File: config.mk
export PLATFORM = sky130hd
export DESIGN_NAME = pipe_stall_ctrl
export DESIGN_NICKNAME = d
export VERILOG_FILES = /design/src/rtl/pipe_stall_ctrl_pkg.sv /design/src/rtl/pipe_stall_ctrl_hazard.sv /design/src/rtl/pipe_stall_ctrl.sv
export SDC_FILE = /design/constraint.sdc
export NUM_CORES = 1
export LEC_CHECK = 0
export ABC_AREA = 1
export CAP_MARGIN = 20
export CELL_PAD_IN_SITES_DETAIL_PLACEMENT = 0
export CELL_PAD_IN_SITES_GLOBAL_PLACEMENT = 1
export CORE_ASPECT_RATIO = 0.6
export CORE_MARGIN = 3
export CORE_UTILIZATION = 25
export CTS_CLUSTER_SIZE = 16
export DETAILED_ROUTE_END_ITERATION = 6
export HOLD_SLACK_MARGIN = 0.05
export MAX_ROUTING_LAYER = met4
export PLACE_DENSITY = 0.67
export REMOVE_ABC_BUFFERS = 1
export SLEW_MARGIN = 20
export SYNTH_ARGS = -nofsm -noshare
export SYNTH_HDL_FRONTEND = slang
export SYNTH_SLANG_ARGS = --single-unit
File: constraint.sdc
create_clock -name clk_i -period 1.88 [get_ports clk_i]
set_input_delay 0.188 -clock clk_i [delete_from_list [all_inputs] [get_ports clk_i]]
set_output_delay 0.188 -clock clk_i [all_outputs]
set_load 0.005 [all_outputs]
File: src/rtl/pipe_stall_ctrl_pkg.sv
// Shared types and constants for the pipeline stall/flush controller.
package pipe_stall_ctrl_pkg;

   localparam int unsigned REG_IDX_W       = 5;
   localparam int unsigned WAIT_CNT_W      = 8;
   localparam int unsigned PERF_CNT_W      = 32;
   localparam int unsigned DEFAULT_TIMEOUT = 255;

   typedef enum logic {
      RUN      = 1'b0,
      MEM_WAIT = 1'b1
   } state_e;

   // Per-cycle pipeline control bundle driven to the stage registers
   typedef struct packed {
      logic mem_req;
      logic pc_we;
      logic ifid_we;
      logic ifid_flush;
      logic idex_we;
      logic idex_flush;
      logic exmem_we;
      logic memwb_bubble;
   } ctrl_t;

   localparam ctrl_t CTRL_RUN = '{
      mem_req: 1'b0, pc_we: 1'b1, ifid_we: 1'b1, ifid_flush: 1'b0,
      idex_we: 1'b1, idex_flush: 1'b0, exmem_we: 1'b1, memwb_bubble: 1'b0
   };

   localparam ctrl_t CTRL_RESET = '{
      mem_req: 1'b0, pc_we: 1'b0, ifid_we: 1'b0, ifid_flush: 1'b1,
      idex_we: 1'b0, idex_flush: 1'b1, exmem_we: 1'b0, memwb_bubble: 1'b1
   };

endpackage

File: src/rtl/pipe_stall_ctrl_hazard.sv
// Load-use hazard comparator between the ID/EX load and the IF/ID sources.
module hazard_detect
   import pipe_stall_ctrl_pkg::*;
(
   input  logic                 memread_ex_i,
   input  logic [REG_IDX_W-1:0] rd_ex_i,
   input  logic [REG_IDX_W-1:0] rs1_id_i,
   input  logic [REG_IDX_W-1:0] rs2_id_i,
   output logic                 load_use_o
);

   logic w_rd_nonzero;
   logic w_src_match;

   assign w_rd_nonzero = (rd_ex_i != '0);
   assign w_src_match  = (rd_ex_i == rs1_id_i) || (rd_ex_i == rs2_id_i);
   assign load_use_o   = memread_ex_i && w_rd_nonzero && w_src_match;

endmodule

File: src/rtl/pipe_stall_ctrl.sv
// Pipeline stall/flush controller: memory-wait FSM with timeout, load-use and branch flush.
// Optional perf counters (stall_cnt_o, flush_cnt_o) with `define PIPE_STALL_CTRL_PERF_EN.
module pipe_stall_ctrl
   import pipe_stall_ctrl_pkg::*;
#(
   parameter int unsigned TIMEOUT = DEFAULT_TIMEOUT
)
(
   input  logic                  clk_i,
   input  logic                  rst_i,
   input  logic                  memread_ex_i,
   input  logic [REG_IDX_W-1:0]  rd_ex_i,
   input  logic [REG_IDX_W-1:0]  rs1_id_i,
   input  logic [REG_IDX_W-1:0]  rs2_id_i,
   input  logic                  branch_taken_i,
   input  logic                  mem_access_i,
   input  logic                  mem_ack_i,
   output logic                  mem_req_o,
   output logic                  pc_we_o,
   output logic                  ifid_we_o,
   output logic                  ifid_flush_o,
   output logic                  idex_we_o,
   output logic                  idex_flush_o,
   output logic                  exmem_we_o,
   output logic                  memwb_bubble_o,
   output logic                  err_o
`ifdef PIPE_STALL_CTRL_PERF_EN
   ,
   output logic [PERF_CNT_W-1:0] stall_cnt_o,
   output logic [PERF_CNT_W-1:0] flush_cnt_o
`endif
);

   // Last counter value before the wait counter reaches TIMEOUT
   localparam logic [WAIT_CNT_W-1:0] TIMEOUT_LAST = WAIT_CNT_W'(TIMEOUT - 1);

   state_e                r_state;
   state_e                w_state_nxt;
   logic [WAIT_CNT_W-1:0] r_wait_cnt;
   logic [WAIT_CNT_W-1:0] w_wait_cnt_nxt;
   logic                  r_err;
   logic                  w_err_nxt;
   logic                  w_load_use;
   logic                  w_mem_req;
   logic                  w_mem_stall;
   ctrl_t                 w_ctrl;

   hazard_detect u_hazard_detect (
      .memread_ex_i (memread_ex_i),
      .rd_ex_i      (rd_ex_i),
      .rs1_id_i     (rs1_id_i),
      .rs2_id_i     (rs2_id_i),
      .load_use_o   (w_load_use)
   );

   // State, wait counter and sticky error register
   always_ff @(posedge clk_i) begin
      if (!rst_i) begin
         r_state    <= RUN;
         r_wait_cnt <= '0;
         r_err      <= 1'b0;
      end else begin
         r_state    <= w_state_nxt;
         r_wait_cnt <= w_wait_cnt_nxt;
         r_err      <= w_err_nxt;
      end
   end

   // Next state plus prioritised controls: reset > memory stall > load-use > branch
   always_comb begin
      w_state_nxt    = r_state;
      w_wait_cnt_nxt = r_wait_cnt;
      w_err_nxt      = r_err;
      w_mem_req      = 1'b0;
      w_mem_stall    = 1'b0;
      w_ctrl         = CTRL_RUN;

      unique case (r_state)
         RUN: begin
            if (mem_access_i) begin
               w_mem_req = 1'b1;
               if (!mem_ack_i) begin
                  w_mem_stall    = 1'b1;
                  w_state_nxt    = MEM_WAIT;
                  w_wait_cnt_nxt = '0;
               end
            end
         end
         MEM_WAIT: begin
            // mem_access_i is deliberately ignored here: the request is held to completion
            w_wait_cnt_nxt = r_wait_cnt + WAIT_CNT_W'(1);
            if (mem_ack_i) begin
               w_mem_req   = 1'b1;
               w_state_nxt = RUN;
            end else if (r_wait_cnt == TIMEOUT_LAST) begin
               w_err_nxt   = 1'b1;
               w_state_nxt = RUN;
            end else begin
               w_mem_req   = 1'b1;
               w_mem_stall = 1'b1;
            end
         end
         default: begin
            w_state_nxt = RUN;
         end
      endcase

      w_ctrl.mem_req = w_mem_req;
      if (!rst_i) begin
         w_ctrl = CTRL_RESET;
      end else if (w_mem_stall) begin
         w_ctrl.pc_we        = 1'b0;
         w_ctrl.ifid_we      = 1'b0;
         w_ctrl.idex_we      = 1'b0;
         w_ctrl.exmem_we     = 1'b0;
         w_ctrl.memwb_bubble = 1'b1;
      end else if (w_load_use) begin
         // Branch flush is withheld; the branch resolves again next cycle
         w_ctrl.pc_we      = 1'b0;
         w_ctrl.ifid_we    = 1'b0;
         w_ctrl.idex_flush = 1'b1;
      end else if (branch_taken_i) begin
         w_ctrl.ifid_flush = 1'b1;
      end
   end

   assign mem_req_o      = w_ctrl.mem_req;
   assign pc_we_o        = w_ctrl.pc_we;
   assign ifid_we_o      = w_ctrl.ifid_we;
   assign ifid_flush_o   = w_ctrl.ifid_flush;
   assign idex_we_o      = w_ctrl.idex_we;
   assign idex_flush_o   = w_ctrl.idex_flush;
   assign exmem_we_o     = w_ctrl.exmem_we;
   assign memwb_bubble_o = w_ctrl.memwb_bubble;
   assign err_o          = r_err;

`ifdef PIPE_STALL_CTRL_PERF_EN
   logic [PERF_CNT_W-1:0] r_stall_cnt;
   logic [PERF_CNT_W-1:0] r_flush_cnt;

   // Saturating counts of PC-stall cycles and IF/ID flush cycles
   always_ff @(posedge clk_i) begin
      if (!rst_i) begin
         r_stall_cnt <= '0;
         r_flush_cnt <= '0;
      end else begin
         if (!w_ctrl.pc_we && (r_stall_cnt != '1)) begin
            r_stall_cnt <= r_stall_cnt + PERF_CNT_W'(1);
         end
         if (w_ctrl.ifid_flush && (r_flush_cnt != '1)) begin
            r_flush_cnt <= r_flush_cnt + PERF_CNT_W'(1);
         end
      end
   end

   assign stall_cnt_o = r_stall_cnt;
   assign flush_cnt_o = r_flush_cnt;
`endif

endmodule

==> flow_metrics.env, run 1 <==
export IMPL_clock_tree_buffer_depth=2
export IMPL_initialDrtViolationCount=32
export IMPL_max_freq_mhz=565.9
export IMPL_postSynthCellCount=132
export IMPL_remaining_drc_errors=0
export IMPL_share_seq_of_total_power_pct=33.7
export IMPL_p_comb_share_pct=24.2
export IMPL_unrepaired_setup_endpoints_after_global_routing="yes"
export IMPL_cts_buffers=3
export IMPL_power_ir_vdd_worst_mv=0.1931
export IMPL_synth_yosys_seq_area_share_pct=24.46
export IMPL_cts_htree_levels=1
export IMPL_design_final_nets=198
export IMPL_netSwitchingFraction_pct=25.86
export IMPL_post_route_cells_drive_above_1_share_pct=22.41
export IMPL_min_path_type="register to register"
export IMPL_finalWorstSetupSlack_ns=0.1130
export IMPL_yosys_warn_count=0
export IMPL_preCtsSetupSlack_ns=-0.2094
export IMPL_fraction_of_power_consumed_by_the_clock_network_pct=42.1
export IMPL_yosys_top_cells_count="sky130_fd_sc_hd__nand2_1, sky130_fd_sc_hd__inv_1, sky130_fd_sc_hd__nor2_1"
export IMPL_fp_dieArea_sq_um=4018
export IMPL_max_slew_margin_rel_pct=80.90
export IMPL_antenna_found_initial=0
export IMPL_grt_start_max_net_pins=8
export IMPL_cts_clk_slew_worst_paths_ns=0.05
export IMPL_postSynthRegisterBits=10
export IMPL_critPathMaxFanout=2
export IMPL_finalCriticalPeriod_ns=1.767
export IMPL_slew_violations=0
export IMPL_worstMarginPinSlew_ns=0.2846
export IMPL_post_dp_hpwl_um=2006
export IMPL_gr_usage_all_layers_pct=13.45
export IMPL_die_height_um=50.32
export IMPL_setup_worst_path_class="register to output pin"
export IMPL_antenna_violating_nets_post_route=0
export IMPL_wl_per_cell_um=10.84
export IMPL_postCtsHoldBufs=0
export IMPL_root_buf_cell="sky130_fd_sc_hd__clkbuf_8"
export IMPL_clock_sinks=10
export IMPL_placeable_core_area_sq_um=3003
export IMPL_cts_tree="yes"
export IMPL_power_net_switching_mw=0.1680
export IMPL_finalCritPeriodShare_pct=93.99
export IMPL_synth_largest_type_area_fraction_pct=24.46
export IMPL_yosys_top_cells_area="sky130_fd_sc_hd__dfxtp_1, sky130_fd_sc_hd__nand2_1, sky130_fd_sc_hd__inv_1"
export IMPL_post_synthesis_cell_type_count=25
export IMPL_worst_skew_pair_late_latency_ns=0.24
export IMPL_required_ns=1.69
export IMPL_cell_taking_the_most_area_after_synthesis="sky130_fd_sc_hd__dfxtp_1"
export IMPL_detail_route_wirelength_um=2342
export IMPL_post_synthesis_instance_area_sq_um=818.3
export IMPL_horizontal_die_dimension_um=79.86
export IMPL_finalHoldViolCount=0
export IMPL_placementRows=15
export IMPL_max_cap_viol=0
export IMPL_io_buffers=29
export IMPL_via_count_of_the_first_global_routing_pass=855
export IMPL_setup_tns_final_ns=0
export IMPL_worstPathArrival_ns=1.58
export IMPL_status="complete, no violations"
export IMPL_power_density_nw_per_um2=503.0
export IMPL_timing_critical_path_to_type="output pin"
export IMPL_detailroute_via_count=895
export IMPL_area_growth_pct=57.80
export IMPL_power_static_leakage_nw=0.6608
export IMPL_finalSetupViolations=0
export IMPL_n_antenna_cell=0
export IMPL_initial_core_util_pct=27.25
export IMPL_io_pin_count=30
export IMPL_intPower_mw=0.4815
export IMPL_grt_first_pass_wirelength_um=4008
export IMPL_drt_vias_per_instance=4.144
export IMPL_synth_async_sr_flop_share_pct=0
export IMPL_placer_congestion_estimate=0.8099
export IMPL_overflow=0
export IMPL_drt_pre_antenna_iters=4
export IMPL_synth_enable_flop_cells=0
export IMPL_mapped_avg_cell_area_sq_um=6.199
export IMPL_yosysMostFrequentCell="sky130_fd_sc_hd__nand2_1"
export IMPL_synth_flop_cell="sky130_fd_sc_hd__dfxtp_1"
export IMPL_worst_clock_skew_ns=0.002538
export IMPL_cp_start_kind="register"
## cell usage in the layout (no fill, tap or decap), types with 3 or more instances in the layout
cell type,instances
sky130_fd_sc_hd__nand3_1,8
sky130_fd_sc_hd__nand2_4,3
sky130_fd_sc_hd__nand2_1,34
sky130_fd_sc_hd__clkdlybuf4s50_1,18
sky130_fd_sc_hd__dlygate4sd2_1,6
sky130_fd_sc_hd__dfxtp_1,9
sky130_fd_sc_hd__clkbuf_8,4
sky130_fd_sc_hd__nand4_1,4
sky130_fd_sc_hd__buf_4,11
sky130_fd_sc_hd__inv_2,6
sky130_fd_sc_hd__inv_1,21
sky130_fd_sc_hd__o21ai_0,3
sky130_fd_sc_hd__nor2_1,14
sky130_fd_sc_hd__a21oi_1,7
## sequential cells by signal (all words and copies together), names as in the netlist
name and flops:
r_wait_cnt 8, err_o 1, r_state 1
## through the flow
stage	area, sq um	total power [mW]	utilization [%]	hold WS [ns]	std cells
2_1_floorplan	803.3	0.2845	-	0.3264	130
3_3_place_gp	1199	0.3804	39.92	0.4376	208
3_5_place_dp	1199	0.3807	39.92	0.4412	208
4_1_cts	1272	0.6522	42.38	0.4488	214
5_1_grt	1291	0.6822	43.00	0.4921	216
6_report	1291	0.6495	43.00	0.4460	216
## cell families (layout without fill, tap and decap cells)
kind of cell    count (synthesis)  after routing  synth area share [%]
compound gates                 14             14                 9.327
flops                          10             10                 24.46
buf+inv                        29             71                 14.22
fa+ha+maj                       2              2                 3.058
xor+xnor                        3              3                 3.212
simple gates                   74             74                 45.72
## worst paths after layout
check,start,endpoint,slack [ns],depth (start not counted)
setup / recovery,r_wait_cnt[0],ifid_flush_o,0.11,10
hold / removal,err_o,err_o,0.45,2
setup reg to reg,r_wait_cnt[0],r_wait_cnt[6],0.68,7
hold reg to reg,err_o,err_o,0.45,2
## layout make-up
type	instances	area, sq um
Timing Repair Buffer	40	357.8
Clock buffer	4	55.05
Fill cell	322	1712
Multi-Input combinational cell	93	523.0
Sequential cell	10	201.4
Inverter	27	101.3
Tap cell	42	52.55
## power groups by stage
stage / registers, mW / logic, mW / clock network (mW)
final: 0.219 / 0.157 / 0.273
after global routing: 0.219 / 0.174 / 0.289
after CTS: 0.219 / 0.154 / 0.280
after detailed placement: 0.223 / 0.158 / 0
after global placement: 0.222 / 0.158 / 0
after floorplan: 0.223 / 0.0614 / 0
## timing repair
| item | 4_1_cts | 5_1_grt |
|---|---|---|
| pin swaps | 2 | 4 |
| setup endpoints to repair | 7 | 4 |
| buffers inserted | 2 | 2 |
| gates cloned | 0 | 0 |
| gates resized for setup | 18 | 7 |
## routing by layer
metal	wire (um)	share of wire (%)	GRT usage (%)	vias to the layer above
met1	1253	54	19.41	388
met2	976	42	18.28	14
met3	87	3.7	3.226	2
met4	24	1.0	4.213	0
li1	-	-	-	491
met5	0	0	-	-
## critical path, stage by stage, from the launching register on
cell and delay (ns):
sky130_fd_sc_hd__dfxtp_1 0.31, sky130_fd_sc_hd__inv_2 0.06, sky130_fd_sc_hd__ha_1 0.15, sky130_fd_sc_hd__nand2_1 0.06, sky130_fd_sc_hd__nor2_2 0.14, sky130_fd_sc_hd__nand3_2 0.12, sky130_fd_sc_hd__buf_4 0.16, sky130_fd_sc_hd__a21boi_2 0.12
sky130_fd_sc_hd__nand2_1 0.06, sky130_fd_sc_hd__nand2_1 0.06, sky130_fd_sc_hd__clkbuf_2 0.11
Note: power is estimated with default switching activity, not from simulation.
==> run 2: changes to the inputs <==
Settings changed: CORE_UTILIZATION 25 to 31, PLACE_DENSITY 0.67 to 0.81.
==> run 2 against run 1 <==
Net effect:
- final area is 3.2% lower
- hold slack better by 0.0097 ns
- combinational power hardly changed
- register-to-register slack worse by 0.04 ns
- count of clock-buffer cells in the layout is 1 lower
- sequential power hardly changed
- power is 8.2% lower
- sequential share of layout area is 0.52 points higher
- clock power is 18% lower
- critical endpoint is now pc_we_o
- highest routed layer is now met3
==> flow_metrics.env, run 2 (synthesis results as in run 1) <==
export IMPL_postCtsHoldBufs=0
export IMPL_hold_path_endpoint="r_wait_cnt[4]"
export IMPL_holdCritStartpoint="r_wait_cnt[4]"
export IMPL_min_path_type="register to register"
export IMPL_wl_per_cell_um=11.71
export IMPL_clock_tree_buffer_depth=2
export IMPL_remaining_drc_errors=0
export IMPL_worst_skew_pair_late_latency_ns=0.23
export IMPL_power_ir_vdd_worst_mv=0.1815
export IMPL_drt_vias_per_instance=4.522
export IMPL_unrepaired_setup_endpoints_after_global_routing="no"
export IMPL_post_route_cells_drive_above_1_share_pct=22.81
export IMPL_io_pin_count=30
export IMPL_worst_path_buf_inv=2
export IMPL_critPathMaxFanout=3
export IMPL_timing_reg2reg_setup_slack_ns=0.64
export IMPL_detail_route_wirelength_um=2354
export IMPL_initial_core_util_pct=35.18
export IMPL_mostFrequentLayoutCell="sky130_fd_sc_hd__nand2_1"
export IMPL_worstPathArrival_ns=1.63
export IMPL_drt_pre_antenna_iters=4
export IMPL_cts_htree_levels=1
export IMPL_io_buffers=29
export IMPL_grt_first_pass_wirelength_um=4105
export IMPL_timing_critical_path_to_type="output pin"
export IMPL_setup_tns_final_ns=0
export IMPL_critical_path_top_delay_family="simple AND/OR/NAND/NOR gates"
export IMPL_placementRows=13
export IMPL_hold_depth=2
export IMPL_timing_critical_path_mode_cell="sky130_fd_sc_hd__nand2_4"
export IMPL_clock_sinks=10
export IMPL_via_count_of_the_first_global_routing_pass=892
export IMPL_setup_worst_path_class="register to output pin"
export IMPL_finalCriticalPeriod_ns=1.814
export IMPL_die_height_um=45.80
export IMPL_final_cell_mix="sky130_fd_sc_hd__nand2_1, sky130_fd_sc_hd__inv_1, sky130_fd_sc_hd__clkdlybuf4s50_1"
export IMPL_finalHoldViolCount=0
export IMPL_worst_clock_skew_ns=0.002589
export IMPL_largest_register_ffs=8
export IMPL_antenna_violating_nets_post_route=0
export IMPL_fp_dieArea_sq_um=3312
export IMPL_regToRegStartpoint="r_state"
export IMPL_timing_critical_path_slowest_stage_cell="sky130_fd_sc_hd__dfxtp_2"
export IMPL_post_dp_hpwl_um=2009
export IMPL_initialDrtViolationCount=40
export IMPL_max_freq_mhz=551.4
export IMPL_registers_top_by_ff_count="r_wait_cnt"
export IMPL_placer_congestion_estimate=0.7336
export IMPL_finalCritPeriodShare_pct=96.47
export IMPL_overflow=0
export IMPL_cp_start_kind="register"
export IMPL_n_antenna_cell=0
export IMPL_max_cap_viol=0
export IMPL_cts_clk_slew_worst_paths_ns=0.05
export IMPL_power_static_leakage_nw=0.6390
export IMPL_cts_buffers=3
export IMPL_required_ns=1.69
export IMPL_design_final_nets=196
export IMPL_finalSetupViolations=0
export IMPL_area_growth_pct=52.75
export IMPL_antenna_found_initial=0
export IMPL_grt_start_max_net_pins=8
export IMPL_cts_tree="yes"
export IMPL_root_buf_cell="sky130_fd_sc_hd__clkbuf_8"
export IMPL_path_cells="inv_2, ha_2, nand2_1, nor2_2, nand3_2, nand2_4, nand2_4, a21oi_2, clkdlybuf4s15_1"
export IMPL_slew_violations=0
export IMPL_placeable_core_area_sq_um=2326
export IMPL_layout_core_utilization_pct=53.74
export IMPL_gr_usage_all_layers_pct=16.84
export IMPL_max_slew_margin_rel_pct=80.91
export IMPL_timing_rr_end="r_wait_cnt[6]"
export IMPL_worst_r2r_cell_count=7
export IMPL_status="complete, no violations"
export IMPL_power_density_nw_per_um2=477.1
export IMPL_detailroute_via_count=909
export IMPL_max_stage_delay_ns=0.32
export IMPL_worstMarginPinSlew_ns=0.2845
export IMPL_horizontal_die_dimension_um=72.33
-- run 2: cell count changes in the layout (fill, tap and decap cells not counted), sizes merged --
| cell | change |
|---|---|
| buf | -1 |
| clkbuf | -1 |
| clkdlybuf4s15 | -1 |
| clkdlybuf4s50 | +3 |
| dlygate4sd2 | -3 |
-- run 2: through the flow --
step	hold WS [ns]	worst slack, ns	total power, mW	instance area, sq um	cells
after floorplan	0.3264	0.5582	0.2845	803.3	130
after global placement	0.4355	-0.1564	0.3768	1184	196
after detailed placement	0.4478	-0.1879	0.3801	1184	196
after CTS	0.4553	0.005052	0.6024	1251	201
after global routing	0.4720	0.008147	0.6305	1250	201
final	0.4558	0.06638	0.5964	1250	201
-- run 2: layer usage --
metal | GRT usage, % | routed length (um) | vias to the layer above
met3 | 3.965 | 101 | 0
li1 | - | - | 485
met5 | - | 0 | -
met2 | 24.95 | 971 | 20
met1 | 23.72 | 1281 | 404
met4 | 2.247 | 0 | 0
-- run 2: timing repair --
item / 4_1_cts / 5_1_grt
pin swaps: 3 / 4
gates resized for setup: 19 / 7
endpoints found under the setup margin: 7 / 4
setup buffers: 2 / 0
-- run 2: layout make-up --
class	count	area, sq um
clock buffers	3	41.29
fillers	234	1076
inverters	27	101.3
multi-input cells	93	523.0
flip-flops and latches	10	201.4
well taps	30	37.54
repair buffers	38	345.3
-- run 2: how the worst max path moves through the flow --
stage	endpoint	cells past startpoint	slack [ns]	start
after CTS	idex_flush_o	10	0.005	r_wait_cnt[0]
final	pc_we_o	9	0.07	r_wait_cnt[0]
after floorplan	ifid_we_o	8	0.56	r_wait_cnt[0]
after global placement	idex_flush_o	10	-0.16	rd_ex_i[2]
after global routing	pc_we_o	9	0.008	r_wait_cnt[0]
after detailed placement	idex_flush_o	10	-0.19	rd_ex_i[2]
-- run 2: worst reg2reg max path, cell delays in order, from the launching register on --
cell and delay (ns):
sky130_fd_sc_hd__dfxtp_1 0.47, sky130_fd_sc_hd__inv_2 0.12, sky130_fd_sc_hd__nand2_4 0.13, sky130_fd_sc_hd__nand3_2 0.12
sky130_fd_sc_hd__nor2_2 0.12, sky130_fd_sc_hd__nand3_1 0.08, sky130_fd_sc_hd__nand2_1 0.06, sky130_fd_sc_hd__nor2_1 0.04
-- run 2: where the power goes --
part	internal, mW	switching (mW)	total, mW
logic	0.0815	0.0733	0.155
clock network	0.140	0.0827	0.223
registers	0.215	0.00320	0.219
==> run 3: changes to the inputs <==
Settings changed: TNS_END_PERCENT set to 100.
==> results of run 3 <==
No change in the layout: final DEF, timing and power equal those of run 2.
